==> config.mk <==
export PLATFORM = sky130hd
export DESIGN_NAME = led_scan_driver
export DESIGN_NICKNAME = d
export VERILOG_FILES = /design/src/rtl/led_scan_driver.sv
export SDC_FILE = /design/constraint.sdc
export NUM_CORES = 1
export LEC_CHECK = 0
export ABC_AREA = 1
export CAP_MARGIN = 40
export CORE_AREA = 3 3 80 82
export CTS_BUF_LIST = sky130_fd_sc_hd__clkbuf_4 sky130_fd_sc_hd__clkbuf_8 sky130_fd_sc_hd__clkbuf_16
export DETAILED_ROUTE_END_ITERATION = 8
export DIE_AREA = 0 0 83 85
export GPL_TIMING_DRIVEN = 0
export PLACE_DENSITY_LB_ADDON = 0.2
export RECOVER_POWER = 50
export SLEW_MARGIN = 20
export SYNTH_ARGS = -nofsm -noshare
export SYNTH_HDL_FRONTEND = slang
export SYNTH_SLANG_ARGS = --single-unit
export TNS_END_PERCENT = 30
==> constraint.sdc <==
create_clock -name clk -period 2.1 [get_ports clk]
set_input_delay 0.315 -clock clk [delete_from_list [all_inputs] [get_ports clk]]
set_output_delay 0.315 -clock clk [all_outputs]
set_load 0.01 [all_outputs]
==> src/rtl/led_scan_driver.sv <==
// Time-multiplexed common-anode 7-segment scanner with a double-buffered
// character store, per-digit blink and inter-digit ghost blanking.
module led_scan_driver #(
  parameter int unsigned NUM_DIGITS   = 4,
  parameter int unsigned SCAN_DIV     = 1000,
  parameter int unsigned GUARD        = 2,
  parameter int unsigned BLINK_FRAMES = 64
) (
  input  logic                          clk,
  input  logic                          reset,
  input  logic                          wr_en,
  input  logic [$clog2(NUM_DIGITS)-1:0] wr_idx,
  input  logic [3:0]                    wr_char,
  input  logic                          commit,
  input  logic [NUM_DIGITS-1:0]         blink_mask,
  output logic                          commit_pending,
  output logic                          frame_tick,
  output logic [6:0]                    led,
  output logic [NUM_DIGITS-1:0]         an
);

  localparam int unsigned IdxW = $clog2(NUM_DIGITS);
  localparam int unsigned PW   = (SCAN_DIV > 1) ? $clog2(SCAN_DIV) : 1;
  localparam int unsigned BW   = (BLINK_FRAMES > 1) ? $clog2(BLINK_FRAMES) : 1;
  localparam logic [PW-1:0]   PMax   = PW'(SCAN_DIV - 1);
  localparam logic [PW-1:0]   PGuard = PW'(GUARD);
  localparam logic [IdxW-1:0] DMax   = IdxW'(NUM_DIGITS - 1);
  localparam logic [BW-1:0]   BMax   = BW'(BLINK_FRAMES - 1);
  localparam logic [3:0]      CharSpace = 4'd12;

  function automatic logic [6:0] decode(input logic [3:0] c);
    case (c)
      4'd0:    decode = 7'b0000001;
      4'd1:    decode = 7'b1001111;
      4'd2:    decode = 7'b0010010;
      4'd3:    decode = 7'b0000110;
      4'd4:    decode = 7'b1001100;
      4'd5:    decode = 7'b0100100;
      4'd6:    decode = 7'b1100000;
      4'd7:    decode = 7'b0001111;
      4'd8:    decode = 7'b0000000;
      4'd9:    decode = 7'b0001100;
      4'd10:   decode = 7'b1111110;
      4'd11:   decode = 7'b0111000;
      default: decode = 7'b1111111;
    endcase
  endfunction

  logic [PW-1:0]         p_q, p_d;
  logic [IdxW-1:0]       d_q, d_d;
  logic [BW-1:0]         blink_q, blink_d;
  logic                  phase_q, phase_d;
  logic                  pend_q, pend_d;
  logic                  ft_q, ft_d;
  logic [6:0]            led_q, led_d;
  logic [NUM_DIGITS-1:0] an_q, an_d;
  logic [3:0]            shadow_q [NUM_DIGITS];
  logic [3:0]            shadow_d [NUM_DIGITS];
  logic [3:0]            active_q [NUM_DIGITS];
  logic [3:0]            active_d [NUM_DIGITS];
  logic                  slot_end, frame_end;

  always_comb begin
    slot_end  = (p_q == PMax);
    frame_end = slot_end && (d_q == DMax);

    p_d = slot_end ? '0 : p_q + PW'(1);
    d_d = d_q;
    if (slot_end) d_d = (d_q == DMax) ? '0 : d_q + IdxW'(1);

    blink_d = blink_q;
    phase_d = phase_q;
    if (frame_end) begin
      if (blink_q == BMax) begin
        blink_d = '0;
        phase_d = ~phase_q;
      end else begin
        blink_d = blink_q + BW'(1);
      end
    end

    // Copy takes the pre-write shadow; a same-cycle write lands in shadow only.
    active_d = active_q;
    pend_d   = pend_q;
    if (frame_end && pend_q) begin
      active_d = shadow_q;
      pend_d   = 1'b0;
    end else if (commit) begin
      pend_d = 1'b1;
    end

    shadow_d = shadow_q;
    for (int unsigned i = 0; i < NUM_DIGITS; i++) begin
      if (wr_en && (wr_idx == IdxW'(i))) shadow_d[i] = wr_char;
    end

    an_d  = '1;
    led_d = 7'h7F;
    if (p_q >= PGuard) begin
      an_d[d_q] = 1'b0;
      if (!(blink_mask[d_q] && phase_q)) led_d = decode(active_q[d_q]);
    end

    ft_d = frame_end;
  end

  always_ff @(posedge clk or posedge reset) begin
    if (reset) begin
      p_q     <= '0;
      d_q     <= '0;
      blink_q <= '0;
      phase_q <= 1'b0;
      pend_q  <= 1'b0;
      ft_q    <= 1'b0;
      led_q   <= 7'h7F;
      an_q    <= '1;
      for (int unsigned i = 0; i < NUM_DIGITS; i++) begin
        shadow_q[i] <= CharSpace;
        active_q[i] <= CharSpace;
      end
    end else begin
      p_q      <= p_d;
      d_q      <= d_d;
      blink_q  <= blink_d;
      phase_q  <= phase_d;
      pend_q   <= pend_d;
      ft_q     <= ft_d;
      led_q    <= led_d;
      an_q     <= an_d;
      shadow_q <= shadow_d;
      active_q <= active_d;
    end
  end

  assign commit_pending = pend_q;
  assign frame_tick     = ft_q;
  assign led            = led_q;
  assign an             = an_q;

endmodule

# Word-level counts from Yosys, hierarchy flattened
# Memory sizes are Yosys's and may differ from the RTL's.
# Index checks and enable logic that the tools add are counted.
[word_totals]
regBits = 64
rom_bits = 112
in_bits = 14
out_inout_bits = 13
word_cells = 59
n_memories = 1
[memory_table]
columns = ["memory", "words", "word_bits", "read_ports", "rd_ports_with_merged_regs", "wr", "line", "source"]
rows = [
  ["(no name shown)", 16, 7, 1, 0, 0, "32", "case (c)"],
]
[classes]
n_addsub = 3
n_lt_le_gt_ge = 4
n_eq_ne = 6
muxes = 15
bitwise_logic = 3
n_reduce_logical = 11
[ops]
columns = ["op", "n"]
rows = [
  ["$mux 7", 2],
  ["$mux 4", 3],
  ["$add 10x1->10 const B", 1],
  ["$eq 10x10->1 const B", 1],
  ["$ge 10x2->1 const B", 1],
  ["$mux 10", 1],
  ["$bmux 4 s2", 1],
  ["$logic_and 1x1->1", 8],
  ["$add 6x1->6 const B", 1],
  ["$eq 2x2->1 const B", 3],
  ["$eq 6x6->1 const B", 1],
  ["$mux 6", 1],
  ["$mux 1", 4],
  ["$not 4->4", 1],
  ["$ge 3x3->1 const B", 1],
  ["$lt 2x3->1 const B", 1],
  ["$not 2->3", 1],
  ["$add 2x1->2 const B", 1],
  ["$bmux 1 s2", 1],
  ["$demux 1 s2", 1],
  ["$eq 2x1->1 const B", 1],
  ["$ge 2x1->1 const B", 1],
  ["$logic_not 2->1", 1],
  ["$mux 2", 1],
  ["3 further kinds", 3],
]

# Logic depth before layout (Yosys ltp)
# Gate-level depths: netlist of the first run.
# An unclocked memory read counts as a cell.
[depth]
depth_word = 7
depth_mapped = 11
depth_no_buf = 10

# Worst setup path after synthesis of the first run
# OpenSTA, ideal clock, no wires.
[synth_timing]
path_kind = "register -> register"
from = "reg d_q[0]"
to = "reg led_q[6], in the netlist led[6]"
t_arrival_ns = 1.494
path_slack_ns = 0.518
path_stages_with_launch = 12
cell_sequence = "dfrtp_1 > inv_2 > buf_2 > nand2_1 > nand3_1 > nand2_1 > inv_1 > ha_1 > nor2_1 > nand3_1 > nand3_1 > nand3_1"
[synth_via]
elab_chain_cells = 7
elab_cells_between_ends = 10
[synth_rtl]
columns = ["element", "line", "source"]
rows = [
  ["from (decl)", "50", "logic [IdxW-1:0] d_q, d_d;"],
  ["from (signal assigned)", "110", "d_q <= '0;"],
  ["from (signal assigned)", "123", "d_q <= d_d;"],
  ["$not 2->3 (not written as such)", "101", "if (!(blink_mask[d_q] && phase_q)) led_d = decode(active_q[d_q]);"],
  ["$bmux 4 s2", "101", ""],
  ["$mux 4 (not written as such) (2 in series)", "101", ""],
  ["$mem_v2 16x7", "-", ""],
  ["$mux 7 *", "101", ""],
  ["$mux 7 *", "99", "if (p_q >= PGuard) begin"],
  ["named net led_d[6]", "55", "logic [6:0] led_q, led_d;"],
  ["to (signal assigned)", "128", "led_q <= led_d;"],
  ["to (decl)", "55", ""],
]
# The timed path passes the listed nets; every way through them passes the cells marked *. The select of a mux whose other input is x is not followed.
# A chain may end at the register's enable or synchronous reset.

# Final worst setup path of the first run
# Same ends and word-level chain as after synthesis.

==> results of run 1 <==
per-stage QoR:
stage	util, %	instance area (sq um)	power (W)
finish	64.6	3760	0.00274
global placement	60.3	3510	0.00148
detailed placement	60.7	3530	0.00149
floorplan	-	3150	0.00143
CTS	64.9	3770	0.00279
global route	64.6	3760	0.00286
power by group through the flow:
stage          logic [W]  clock network (W)  registers [W]
6_report        0.000132            0.00128        0.00133
5_1_grt         0.000156            0.00137        0.00134
4_1_cts         0.000140            0.00132        0.00133
3_5_place_dp    0.000139                  0        0.00135
3_3_place_gp    0.000130                  0        0.00135
2_1_floorplan  0.0000881                  0        0.00134
cell usage after synthesis:
cell type / number / area share [%]
a21oi_1: 2 / 0.32
and3_1: 2 / 0.40
buf_2: 2 / 0.32
buf_6: 3 / 1.1
clkinv_2: 1 / 0.16
dfrtp_1: 37 / 29
dfstp_2: 27 / 23
ha_1: 13 / 5.2
inv_1: 45 / 5.4
inv_2: 6 / 0.71
nand2_1: 100 / 12
nand2_2: 2 / 0.40
nand3_1: 38 / 6.0
nand3_4: 2 / 1.1
nand4_1: 4 / 0.79
nor2_1: 17 / 2.0
nor2_2: 1 / 0.20
nor2_8: 1 / 0.64
nor3_1: 6 / 0.95
nor3_2: 1 / 0.32
o21ai_0: 21 / 3.3
o21ai_1: 6 / 0.95
o21ai_2: 16 / 4.4
or2_2: 2 / 0.40
xnor2_1: 2 / 0.56
xor2_1: 2 / 0.56
area by class of cell:
type / count / share of cell area (%)
clock inverter: 7 / 3.20
inverter: 52 / 5.26
sequential: 64 / 43.5
buffer: 5 / 1.17
timing repair buffer: 27 / 7.12
clock buffer: 9 / 3.30
multi-input combinational: 238 / 34.0
tap: 75 / 2.50
per-layer routing:
| metal | vias up | GRT usage (%) |
|---|---|---|
| li1 | 1221 | - |
| met1 | 1111 | 23.3 |
| met2 | 47 | 27.8 |
| met3 | 10 | 3.01 |
| met4 | 0 | 9.96 |
| met5 | - | 0 |
worst max path at each step:
stage	startpoint	endpoint	slack (ps)
after global placement	reset	shadow_q[5]$_DFFE_PP0P_	-800
after global routing	d_q[0]$_DFFE_PP0N_	led[6]$_DFF_PP1_	30
final	d_q[0]$_DFFE_PP0N_	led[6]$_DFF_PP1_	240
after CTS	d_q[0]$_DFFE_PP0N_	led[6]$_DFF_PP1_	240
after floorplan	reset	active_q[0]$_DFFE_PP0P_	230
after detailed placement	d_q[0]$_DFFE_PP0N_	led[6]$_DFF_PP1_	250
worst max-delay path, cell delays in order, from the launching register on:
cell     delay, ps
dfrtp_1        460
inv_2           60
buf_2          200
nand2_1         80
nand3_1         60
nand2_1        200
inv_1          110
ha_1           240
nor2_1         110
nand3_1         80
nand3_1        100
nand3_1         80
logic make-up (layout without fill, tap and decap cells):
kind of cell             after synthesis  count (layout)  share of synthesized area, %
adder cells (fa/ha/maj)               13              13                          5.16
XOR/XNOR                               4               4                          1.11
AND/OR/NAND/NOR                      176             176                          25.2
buffers and inverters                 57             100                          7.62
AO/OA/AOI/OAI                         45              45                          9.05
flip-flops                            64              64                          51.9
state kept, by name (all words and copies together), names as in the netlist:
| name | cells |
|---|---|
| shadow_q | 16 |
| blink_q | 6 |
| frame_tick | 1 |
| commit_pending | 1 |
| d_q | 2 |
| an | 4 |
| phase_q | 1 |
| led | 7 |
| p_q | 10 |
| active_q | 16 |
==> reports/metrics.yaml, run 1 <==
outcome:
  status: "finished clean"
die:
  die_w_um: 83
  start_util_pct: 54.2
  die_h_um: 85
  core_area_sq_um: 5820
  row_count: 28
  die_area_sq_um: 7060
  top_level_ports: 27
worst_hold_path:
  hold_depth: 2
  min_to: "active_q[14]$_DFFE_PP1P_"
  hp-class: "flop to flop"
  min-delay-start: "shadow_q[14]$_DFFE_PP1P_"
cells_and_area:
  final_common_cell: "nand2_1"
  fin_cells: 477
  area_growth_syn_to_layout_pct: 19.3
  fillCellCount: 519
  final_net_count: 424
  regArea_sq_um: 1640
  final_cell_mix: "nand2_1 (100), inv_1 (45), nand3_1 (38)"
  drive_gt1_share_pct: 20.1
  multi_input_area_sq_um: 1280
  antennaDiodeCount: 0
synthesis:
  syn-mean-instance-area_sq_um: 8.78
  syn_area_sq_um: 3150
  syn_inst: 359
  ys_ff_latch: 64
  ys_seq_area_share_pct: 51.9
  yosys_warnings: 0
  synth.net_count: 386
  synthDistinctLibCells: 26
route:
  dr.pass1.iters: 5
  highest_layer: "met4"
  post_drt_wl_per_cell_um: 12.1
  vias: 2389
  antenna_left: 0
  route.met2.wl_mm: 2.65
  wl_met3_um: 199
  wirelength_met1_mm: 2.77
  drt_iter0_markers: 114
  drc: 0
  drt-total-wl_mm: 5.75
  vias_per_cell: 5.01
power_and_ir_drop:
  pwr-share-comb_pct: 4.8
  p_int_w: 0.00214
  switchingPower_w: 0.000602
  clockPowerShare_pct: 46.7
  seqPwrFrac_pct: 48.5
  power.leakage_nw: 1.81
  p_sw_share_pct: 21.9
  power_density_nw_per_um2: 730
  ir_worst_vdd_mv: 0.474
sta:
  period_needed_ps: 1860
  rsz0062_at_grt: "no"
  slew_headroom_pct: 43.7
  fmax_ghz: 0.538
  drv_slew: 0
  timing.final.ws_setup_ps: 241
  worstMarginPinSlew_ps: 840
  period_share_pct: 88.5
  setup_viol: 0
  clock_skew_ps: 10.0
  fin_setup_tns_ps: 0
  hold_slack_ps: 483
  finalHoldViolCount: 0
global_routing:
  grt_pass1_vias: 2269
  antenna_found_initial: 0
  grt-ovfl-total: 0
  grt_max_degree: 45
  grtUsageTotal_pct: 17.6
  grt_pass1_wl_mm: 10.1
setup_path:
  worstPathRequired_ps: 2350
  regToRegSetupSlack_ps: 240
  arrival_ps: 2110
  critPathKind: "flop to flop"
  critPathCaptureType: "flop"
  timing.rr.start: "d_q[0]$_DFFE_PP0N_"
  reg2reg_to: "led[6]$_DFF_PP1_"
  reg2reg_depth: 11
  path_max_fanout: 11
  worstSetupStartpointType: "flop"
placement:
  gp_congestion: 0.894
  port_buffers: 26
  hpwl_mm: 4.12
  dpl.cell_count: 461
  pre_cts_ws_ps: 255
clocking:
  cts.sinks: 64
  htree_levels: 3
  ctsHoldBuffers: 0
  cts_setup_buffers: 0
  cts_resized: 0
  insertion_delay_ps: 340
  cts_inserted_buffers: 9
  cts_tree: "done"
  ctsRootBufferMaster: "clkbuf_8"
  cts_buffer_depth: 2
  path_clk_slew_ps: 70
flow_run:
  max-cap-violations: 0
(Power assumes the default switching activity.)
==> inputs of run 2 (changes only) <==
--- a/config.mk
+++ b/config.mk
@@ -14,6 +14,7 @@
 export GPL_TIMING_DRIVEN = 0
 export PLACE_DENSITY_LB_ADDON = 0.2
 export RECOVER_POWER = 50
+export SETUP_SLACK_MARGIN = 0.15
 export SLEW_MARGIN = 20
 export SYNTH_ARGS = -nofsm -noshare
 export SYNTH_HDL_FRONTEND = slang
==> run 2 against run 1 <==
Net effect: clock power about the same; sequential cell count is the same; routed wire length up 0.23%; via count is 0.21% lower; combinational power about the same; non-clock buffer count stayed put; die area did not move; final cell count unchanged; register-to-register slack better by 120 ps; maximum frequency rose by 6.8%; critical endpoint is now led[3]$_DFF_PP1_; largest power group unchanged; highest routed layer unchanged.
==> reports/metrics.yaml, run 2 (synthesized netlist as in run 1, its figures left out) <==
global_routing:
  grtUsageTotal_pct: 17.6  # unchanged
  antenna_found_initial: 0  # unchanged
  grt-ovfl-total: 0  # unchanged
  grt_pass1_vias: 2269  # unchanged
  grt_pass1_wl_mm: 10.1  # unchanged
  grt_max_degree: 45  # unchanged
clocking:
  ctsRootBufferMaster: "clkbuf_8"  # unchanged
  insertion_delay_ps: 340  # about the same
  cts_buffer_depth: 2  # unchanged
  cts_tree: "done"  # unchanged
  path_clk_slew_ps: 70  # about the same
  ctsHoldBuffers: 0  # unchanged
  cts_inserted_buffers: 9  # unchanged
  htree_levels: 3  # unchanged
  cts.sinks: 64  # unchanged
route:
  vias: 2384  # was 2,389
  dr.pass1.iters: 5  # unchanged
  drt-total-wl_mm: 5.76  # was 5.75 mm
  post_drt_wl_per_cell_um: 12.1  # about the same
  vias_per_cell: 5.00  # was 5.01
  drt_iter0_markers: 117  # was 114
  drc: 0  # unchanged
  antenna_left: 0  # unchanged
cells_and_area:
  area_growth_syn_to_layout_pct: 19.5  # was 19.3%
  final_cell_mix: "nand2_1 (99), inv_1 (45), nand3_1 (38)"  # was nand2_1 (100), inv_1 (45), nand3_1 (38)
  final_common_cell: "nand2_1"  # unchanged
  fillCellCount: 517  # was 519
  fin_cells: 477  # unchanged
  drive_gt1_share_pct: 20.6  # was 20.1%
  final_net_count: 424  # unchanged
  largestRegisters: "active_q x16, shadow_q x16, p_q x10"  # unchanged
  antennaDiodeCount: 0  # unchanged
sta:
  slew_headroom_pct: 43.6  # was 43.7%
  rsz0062_at_grt: "no"  # unchanged
  finalHoldViolCount: 0  # unchanged
  hold_slack_ps: 483  # about the same
  setup_viol: 0  # unchanged
  drv_slew: 0  # unchanged
  clock_skew_ps: 10.0  # about the same
  worstMarginPinSlew_ps: 841  # was 840 ps
  period_share_pct: 82.9  # was 88.5%
  period_needed_ps: 1740  # was 1860 ps
  fmax_ghz: 0.574  # was 0.538 GHz
flow_run:
  max-cap-violations: 0  # unchanged
setup_path:
  critPathKind: "flop to flop"  # unchanged
  crit_chain: "inv_2, clkbuf_4, nand2_1, nand3_1, nand2_1, ha_1, nand3_1, nand3_1, nand3_1"  # was inv_2, buf_2, nand2_1, nand3_1, nand2_1, inv_1, ha_1, nor2_1, nand3_1, nand3_1, nand3_1
  cpMostUsedCell: "nand3_1"  # unchanged
  critPathCaptureType: "flop"  # unchanged
  worstSetupStartpointType: "flop"  # unchanged
  crit_family: "simple AND/OR/NAND/NOR gates"  # unchanged
  max_stage_delay_ps: 450  # was 460 ps
  critPathSlowestCell: "dfrtp_2"  # was dfrtp_1
  arrival_ps: 1990  # was 2110 ps
  path_max_fanout: 11  # unchanged
  worstPathRequired_ps: 2350  # about the same
  critPathBufInv: 2  # was 3
placement:
  gp_congestion: 0.894  # unchanged
  port_buffers: 26  # unchanged
  dpl.cell_count: 461  # unchanged
  hpwl_mm: 4.12  # unchanged
die:
  core_area_sq_um: 5820  # unchanged
  die_h_um: 85  # unchanged
  die_w_um: 83  # unchanged
  row_count: 28  # unchanged
  top_level_ports: 27  # unchanged
  start_util_pct: 54.2  # unchanged
  die_area_sq_um: 7060  # unchanged
outcome:
  status: "finished clean"  # unchanged
power_and_ir_drop:
  total_power_w: 0.00274  # about the same
  power_density_nw_per_um2: 729  # was 730 nW/um^2
  power.leakage_nw: 1.81  # about the same
  ir_worst_vdd_mv: 0.474  # about the same
worst_hold_path:
  hp-class: "flop to flop"  # unchanged
==> run 2: changes by cell type in the layout (fill, tap and decap cells not counted) <==
| cell | change |
|---|---|
| buf_2 | -1 |
| clkbuf_4 | +1 |
| dfrtp_1 | -1 |
| dfrtp_2 | +1 |
| nand2_1 | -1 |
| nand2_2 | +1 |
==> run 2: layout make-up <==
type	count	area [sq um]	share of cell area [%]
clock buffers	9	124	3.29
clock inverters	7	120	3.19
repair buffers	27	268	7.11
multi-input cells	238	1280	34.0
flip-flops and latches	64	1640	43.5
inverters	52	198	5.25
plain buffers	5	46.3	1.23
well taps	75	93.8	2.49
==> run 2: power breakdown <==
group          switching, W  internal [W]  leakage (nW)
logic             0.0000821     0.0000499         0.929
clock network      0.000491      0.000790         0.119
registers         0.0000286       0.00130         0.764
==> run 2: worst min-delay path, delay by kind of cell (launching register included) <==
kind | cells | cell delay [ps]
compound gates | 1 | 50
buf+inv | 1 | 60
flops | 1 | 380
==> run 2: path summary, 6_finish.rpt <==
kind | start | end | slack (ps) | cells past startpoint
setup / recovery | d_q[0]$_DFFE_PP0N_ | led[3]$_DFF_PP1_ | 360 | 9
hold / removal | shadow_q[14]$_DFFE_PP1P_ | active_q[14]$_DFFE_PP1P_ | 480 | 2
setup reg to reg | d_q[0]$_DFFE_PP0N_ | led[3]$_DFF_PP1_ | 360 | 9
hold reg to reg | shadow_q[14]$_DFFE_PP1P_ | active_q[14]$_DFFE_PP1P_ | 480 | 2
max in group asynchronous | reset | shadow_q[6]$_DFFE_PP1P_ | 470 | 3
min in group asynchronous | reset | blink_q[4]$_DFFE_PP0N_ | 550 | 2
==> run 2: per-layer routing <==
| metal | GRT usage, % | vias up | part of all wire [%] |
|---|---|---|---|
| met5 | 0 | - | 0 |
| met4 | 9.96 | 0 | 2.3 |
| met3 | 3.01 | 10 | 3.5 |
| met2 | 27.8 | 48 | 46 |
| met1 | 23.3 | 1105 | 48 |
| li1 | - | 1221 | - |
==> run 2: stage by stage <==
| step | instance area [sq um] | util (%) | TNS, ps | worst slack (ps) |
|---|---|---|---|---|
| 2_1_floorplan | 3150 | - | 0 | 232 |
| 4_1_cts | 3770 | 64.9 | 0 | 243 |
| 5_1_grt | 3760 | 64.7 | 0 | 170 |
| 3_3_place_gp | 3510 | 60.3 | -36300 | -804 |
| 3_5_place_dp | 3530 | 60.7 | 0 | 255 |
| 6_report | 3760 | 64.7 | 0 | 359 |
==> run 2: timing repair <==
item                                    4_1_cts  5_1_grt
endpoints found under the setup margin        0        1
endpoints found under the hold margin         0        0
gates resized for setup                       0        3
setup buffers                                 0        0
